### src/rtl/i2s_pkg.sv
// Shared types and defaults for the I2S DAC serializer.
package i2s_pkg;

    localparam int unsigned I2S_SLOT_W   = 32;
    localparam int unsigned I2S_SAMPLE_W = 16;
    localparam int unsigned I2S_BCLK_DIV = 4;

    typedef enum logic [1:0] {
        IDLE  = 2'd0,
        RUN   = 2'd1,
        DRAIN = 2'd2
    } i2s_state_e;

    // Counter width that stays legal for a modulus of 1.
    function automatic int unsigned cnt_w(input int unsigned n);
        return (n > 1) ? $clog2(n) : 1;
    endfunction

endpackage

### src/rtl/i2s_clkgen.sv
// BCLK divider and frame bit counter; idles cleared with bclk low while run_i is 0.
module i2s_clkgen
    import i2s_pkg::*;
#(
    parameter int unsigned SLOT_W   = I2S_SLOT_W,
    parameter int unsigned BCLK_DIV = I2S_BCLK_DIV,
    localparam int unsigned FRAME_W = 2 * SLOT_W,
    localparam int unsigned BIT_W   = cnt_w(FRAME_W)
) (
    input  logic             clk_clk,
    input  logic             reset_reset_n,
    input  logic             run_i,
    output logic             bclk_o,
    output logic             fall_stb_o,
    output logic             frame_start_o,
    output logic [BIT_W-1:0] bit_cnt_o
);

    localparam int unsigned DIV_W = cnt_w(BCLK_DIV);

    logic [DIV_W-1:0] div_cnt_q;
    logic [BIT_W-1:0] bit_cnt_q;
    logic             bclk_q;
    logic             first_q;
    logic             div_end;

    assign div_end       = (div_cnt_q == DIV_W'(BCLK_DIV - 1));
    assign fall_stb_o    = run_i && div_end && bclk_q;
    // The first fall after leaving idle starts a frame without advancing bit_cnt.
    assign frame_start_o = fall_stb_o && (first_q || (bit_cnt_q == BIT_W'(FRAME_W - 1)));
    assign bclk_o        = bclk_q;
    assign bit_cnt_o     = bit_cnt_q;

    always_ff @(posedge clk_clk or negedge reset_reset_n) begin
        if (!reset_reset_n) begin
            div_cnt_q <= '0;
            bit_cnt_q <= '0;
            bclk_q    <= 1'b0;
            first_q   <= 1'b1;
        end else if (!run_i) begin
            div_cnt_q <= '0;
            bit_cnt_q <= '0;
            bclk_q    <= 1'b0;
            first_q   <= 1'b1;
        end else begin
            div_cnt_q <= div_end ? '0 : div_cnt_q + DIV_W'(1);
            if (div_end) begin
                bclk_q <= !bclk_q;
            end
            if (fall_stb_o) begin
                first_q   <= 1'b0;
                bit_cnt_q <= frame_start_o ? '0 : bit_cnt_q + BIT_W'(1);
            end
        end
    end

endmodule

### src/rtl/i2s_tx.sv
// Philips-format I2S transmitter: one-pair holding register, frame shift register
// and IDLE/RUN/DRAIN control around the i2s_clkgen bit-clock generator.
module i2s_tx
    import i2s_pkg::*;
#(
    parameter int unsigned SAMPLE_W = I2S_SAMPLE_W,
    parameter int unsigned SLOT_W   = I2S_SLOT_W,
    parameter int unsigned BCLK_DIV = I2S_BCLK_DIV
) (
    input  logic                clk_clk,
    input  logic                reset_reset_n,
    input  logic                en,
    input  logic                s_valid,
    input  logic [SAMPLE_W-1:0] s_left,
    input  logic [SAMPLE_W-1:0] s_right,
    output logic                s_ready,
    output logic                bclk,
    output logic                lrclk,
    output logic                dacdat,
    output logic                underrun,
    output logic                busy
);

    localparam int unsigned FRAME_W = 2 * SLOT_W;
    localparam int unsigned BIT_W   = cnt_w(FRAME_W);

    i2s_state_e          state_q;
    logic                hold_full_q;
    logic [SAMPLE_W-1:0] hold_left_q;
    logic [SAMPLE_W-1:0] hold_right_q;
    logic [FRAME_W-1:0]  shift_q;
    logic                lrclk_q;
    logic                dacdat_q;
    logic                underrun_q;
    logic                busy_q;

    logic                fall_stb;
    logic                frame_start;
    logic [BIT_W-1:0]    bit_cnt;
    logic [BIT_W-1:0]    bit_nxt;
    logic                frame_go;
    logic                frame_load;
    logic                stop_at_edge;
    logic                xfer;
    logic [FRAME_W-1:0]  load_vec;

    i2s_clkgen #(
        .SLOT_W   (SLOT_W),
        .BCLK_DIV (BCLK_DIV)
    ) u_clkgen (
        .clk_clk       (clk_clk),
        .reset_reset_n (reset_reset_n),
        .run_i         (state_q != IDLE),
        .bclk_o        (bclk),
        .fall_stb_o    (fall_stb),
        .frame_start_o (frame_start),
        .bit_cnt_o     (bit_cnt)
    );

    // A frame boundary starts a new frame unless DRAIN is ending with en still low.
    assign frame_go     = frame_start && ((state_q == RUN) || en);
    assign stop_at_edge = frame_start && (state_q == DRAIN) && !en;
    assign frame_load   = frame_go && hold_full_q;
    assign s_ready      = !hold_full_q || frame_load;
    assign xfer         = s_valid && s_ready;
    assign bit_nxt      = bit_cnt + BIT_W'(1);

    assign lrclk    = lrclk_q;
    assign dacdat   = dacdat_q;
    assign underrun = underrun_q;
    assign busy     = busy_q;

    // Period 0 of each slot is blank; the sample MSB lands one BCLK after lrclk moves.
    always_comb begin
        load_vec = '0;
        if (hold_full_q) begin
            load_vec[FRAME_W-2 -: SAMPLE_W] = hold_left_q;
            load_vec[SLOT_W-2  -: SAMPLE_W] = hold_right_q;
        end
    end

    always_ff @(posedge clk_clk or negedge reset_reset_n) begin
        if (!reset_reset_n) begin
            hold_full_q  <= 1'b0;
            hold_left_q  <= '0;
            hold_right_q <= '0;
        end else if (xfer) begin
            hold_full_q  <= 1'b1;
            hold_left_q  <= s_left;
            hold_right_q <= s_right;
        end else if (frame_load) begin
            hold_full_q  <= 1'b0;
        end
    end

    always_ff @(posedge clk_clk or negedge reset_reset_n) begin
        if (!reset_reset_n) begin
            state_q    <= IDLE;
            busy_q     <= 1'b0;
            underrun_q <= 1'b0;
            lrclk_q    <= 1'b0;
            dacdat_q   <= 1'b0;
            shift_q    <= '0;
        end else begin
            case (state_q)
                IDLE: begin
                    if (en) begin
                        state_q <= RUN;
                        busy_q  <= 1'b1;
                    end
                end
                RUN: begin
                    if (!en) begin
                        state_q <= DRAIN;
                    end
                end
                DRAIN: begin
                    if (en) begin
                        state_q <= RUN;
                    end else if (frame_start) begin
                        state_q <= IDLE;
                        busy_q  <= 1'b0;
                    end
                end
                default: begin
                    state_q <= IDLE;
                    busy_q  <= 1'b0;
                end
            endcase

            underrun_q <= frame_go && !hold_full_q;

            if (stop_at_edge) begin
                lrclk_q  <= 1'b0;
                dacdat_q <= 1'b0;
                shift_q  <= '0;
            end else if (frame_go) begin
                lrclk_q  <= 1'b0;
                dacdat_q <= load_vec[FRAME_W-1];
                shift_q  <= {load_vec[FRAME_W-2:0], 1'b0};
            end else if (fall_stb) begin
                lrclk_q  <= (bit_nxt >= BIT_W'(SLOT_W));
                dacdat_q <= shift_q[FRAME_W-1];
                shift_q  <= {shift_q[FRAME_W-2:0], 1'b0};
            end
        end
    end

endmodule

### config.mk
export PLATFORM = sky130hd
export DESIGN_NAME = i2s_tx
export DESIGN_NICKNAME = d
export VERILOG_FILES = /design/src/rtl/i2s_pkg.sv /design/src/rtl/i2s_clkgen.sv /design/src/rtl/i2s_tx.sv
export SDC_FILE = /design/constraint.sdc
export NUM_CORES = 1
export LEC_CHECK = 0
export ABC_AREA = 1
export BUFFER_PORTS_ARGS = -buffer_cell sky130_fd_sc_hd__buf_2
export CAP_MARGIN = 20
export CORE_ASPECT_RATIO = 0.6
export CORE_MARGIN = 2
export CORE_UTILIZATION = 50
export DETAILED_ROUTE_END_ITERATION = 10
export GPL_TIMING_DRIVEN = 0
export HOLD_SLACK_MARGIN = 0.15
export PLACE_DENSITY = 0.81
export RECOVER_POWER = 100
export SYNTH_ARGS = -nofsm -noshare
export SYNTH_HDL_FRONTEND = slang
export SYNTH_SLANG_ARGS = --single-unit
### constraint.sdc
create_clock -name clk_clk -period 1.9 [get_ports clk_clk]
set_clock_uncertainty 0.2 [all_clocks]
set_input_delay 0.095 -clock clk_clk [delete_from_list [all_inputs] [get_ports clk_clk]]
set_output_delay 0.095 -clock clk_clk [all_outputs]
set_load 0.01 [all_outputs]
==> results.json <==
{
  "status": "complete, but fails checks",
  "violations": "negative setup slack",
  "root_buffer": "clkbuf_16",
  "cp_cell_sequence": "clkbuf_1 -> clkbuf_2 -> nand2_1 -> inv_1 -> nand4_1 -> nand2_1 -> nand2_1 -> nand2_1",
  "ir_drop_mv": 0.616,
  "antenna_found_initial": 0,
  "slew_headroom": 0.609,
  "endpoint": "shift_q[63]",
  "slew_viol_final": 0,
  "synth_area_per_cell_um2": 7.46,
  "critPathBufInv": 3,
  "clockBufferDepth": 2,
  "die-area_mm2": 0.0104,
  "yosys.area.top_type": "dfrtp_1",
  "p_leak_nw": 3.40,
  "fin_nets": 780,
  "grt_max_degree": 62,
  "grt_overflow": 0,
  "synthCells": 640,
  "cts_buffers": 9,
  "r2r_start": "hold_full_q",
  "layout-drive-gt1-share": 0.187,
  "ant_nets": 0,
  "tritoncts": "done",
  "die_x_um": 130,
  "rsz0062_at_grt": "true",
  "syn_to_final_growth_pct": 30.0,
  "critPathMaxFanout": 10,
  "synth_top_area_frac": 0.503,
  "path_class": "flop to flop",
  "place_hpwl_mm": 7.38,
  "drc": 0,
  "pin_count": 42,
  "clkTransAtPathRegs_ns": 0.07,
  "ys_seq_elements": 97,
  "finalSetupTns_ns": -0.134,
  "dr.first_iter.drc_count": 599,
  "avgViaCountPerCell": 5.33,
  "tightest_slew_ns": 0.587,
  "cap_violations": 0,
  "post-place-ws_ns": -0.293,
  "finalSetupViolations": 8,
  "postSynthNetCount": 678,
  "n_fill_cell": 676,
  "yosysWarningCount": 0,
  "cts_max_level": 3,
  "crit_path_top_delay_cell": "clkbuf_1",
  "initial_utilization": 0.518,
  "period_needed_ns": 1.95,
  "worst_slack_ns": -0.0497,
  "dr.pass1.iters": 5,
  "cts.sinks": 97,
  "coreArea_mm2": 0.00922,
  "fmaxAchievable_mhz": 513,
  "wire_per_inst_um": 14.5,
  "grt_pass1_vias": 4369,
  "die_h_um": 79.7,
  "slowest_delay_ns": 0.40,
  "globalplace.congestion": 0.898,
  "start_kind": "flop",
  "multi_input_area_mm2": 0.00209,
  "synthTopCellsByArea": "dfrtp_1, nand2_1, nand4_1",
  "grt_pass1_wl_mm": 20.1,
  "end_kind": "flop",
  "crit_path_start": "hold_full_q",
  "row_count": 27,
  "layout.cells.most_common": "nand2_1",
  "register_area_mm2": 0.00243,
  "num_vias": 4677,
  "synth_area_mm2": 0.00477,
  "synthDistinctLibCells": 25,
  "reg2reg_slack_ns": -0.05,
  "final_cell_mix": "nand2_1, dfrtp_1, inv_1",
  "min_path_type": "flop to flop",
  "cp.depth": 8,
  "r2r-end": "shift_q[63]",
  "cpMostUsedCell": "nand2_1",
  "wl_mm": 12.7,
  "reg2reg_depth": 8,
  "worstPathRequired_ns": 1.99,
  "port_buffers": 40,
  "cp_top_family": "buffers and inverters",
  "timing.final.crit_share": 1.03,
  "insertion_delay_ns": 0.35,
  "worstPathArrival_ns": 2.04,
  "globalRouteTotalUtil": 0.250,
  "ys_seq_area_frac": 0.509,
  "p_per_area_mw_per_mm2": 1330,
  "final-hold-violation-count": 0
}
==> metrics by stage <==
stage	instances	utilization	cell area (µm²)	total power, mW	hold slack (ns)
global placement	810	0.557	5140	5.66	0.102
finish	878	0.673	6200	8.28	0.240
global route	877	0.673	6200	8.89	0.256
floorplan	640	-	4770	5.14	-0.401
CTS	870	0.645	5950	7.72	0.241
detailed placement	811	0.560	5170	5.79	-0.105
==> layout make-up <==
class | count | area share
diodes | 1 | 0.000403
plain buffers | 40 | 0.0446
clock buffers | 11 | 0.0407
clock inverters | 5 | 0.00484
inverters | 59 | 0.0357
multi-input cells | 444 | 0.337
flip-flops and latches | 97 | 0.392
well taps | 130 | 0.0262
repair buffers | 91 | 0.119
==> worst register-to-register path: cells and delay by family, from the launching register on <==
family | cells | cell delay [ns]
buffers and inverters | 3 | 0.84
flip-flops | 1 | 0.32
AND/OR/NAND/NOR | 5 | 0.51
==> logic make-up (layout without fill, tap and decap cells) <==
family	count (synthesis)	after routing	synth area share
AO/OA/AOI/OAI	13	13	0.0199
XOR/XNOR	3	3	0.00551
adder cells (fa/ha/maj)	2	2	0.00524
buffers and inverters	99	206	0.0886
flip-flops	97	97	0.509
other	0	1	0
AND/OR/NAND/NOR	426	426	0.372
==> cells in the mapped netlist <==
cell type	count
a21oi_1	5
a31oi_4	1
and3_1	1
buf_1	2
buf_2	11
buf_4	4
buf_6	3
clkbuf_1	20
dfrtp_1	96
dfstp_2	1
ha_1	2
inv_1	56
inv_2	3
nand2_1	340
nand2_2	2
nand2_4	1
nand3_1	35
nand3_2	2
nand3_4	1
nand4_1	36
nor2_1	7
nor3_1	1
o21ai_0	6
o21bai_4	1
xor2_1	3
==> sequential cells by signal, summed over array words and instances (netlist names) <==
name	count
shift_q	48
hold_left_q	16
hold_right_q	16
u_clkgen.bit_cnt_o	6
state_q	2
u_clkgen.div_cnt_q	2
busy	1
dacdat	1
hold_full_q	1
lrclk	1
u_clkgen.bclk_o	1
u_clkgen.first_q	1
underrun	1
==> repair_timing <==
| action | CTS | global route |
|---|---|---|
| pin swaps | 4 | 3 |
| setup buffers | 6 | 6 |
| endpoints found under the setup margin | 83 | 80 |
| endpoints found under the hold margin | 133 | 0 |
| resized for setup | 25 | 68 |
| hold buffers | 37 | 0 |
| cloned | 0 | 2 |
==> routing by layer <==
metal / part of all wire / vias up / global-route usage
li1: - / 2177 / -
met1: 0.42 / 2220 / 0.330
met2: 0.46 / 223 / 0.403
met3: 0.079 / 57 / 0.0724
met4: 0.036 / 0 / 0.0699
met5: 0 / - / 0
==> worst min path at each step <==
| stage | startpoint | to | depth (start not counted) |
|---|---|---|---|
| finish | u_clkgen.div_cnt_q[0] | u_clkgen.div_cnt_q[0] | 1 |
| global route | u_clkgen.div_cnt_q[0] | u_clkgen.div_cnt_q[0] | 1 |
| CTS | u_clkgen.div_cnt_q[0] | u_clkgen.div_cnt_q[0] | 1 |
| detailed placement | reset_reset_n | shift_q[53] | 1 |
| global placement | en | state_q[1] | 2 |
| floorplan | reset_reset_n | busy | 0 |
==> where the power goes <==
group	leakage, nW	internal [mW]	switching (mW)
logic	2.14	1.25	1.77
registers	1.13	2.93	0.582
clock network	0.137	0.952	0.789
No activity file was read; power rests on OpenSTA's default activity.
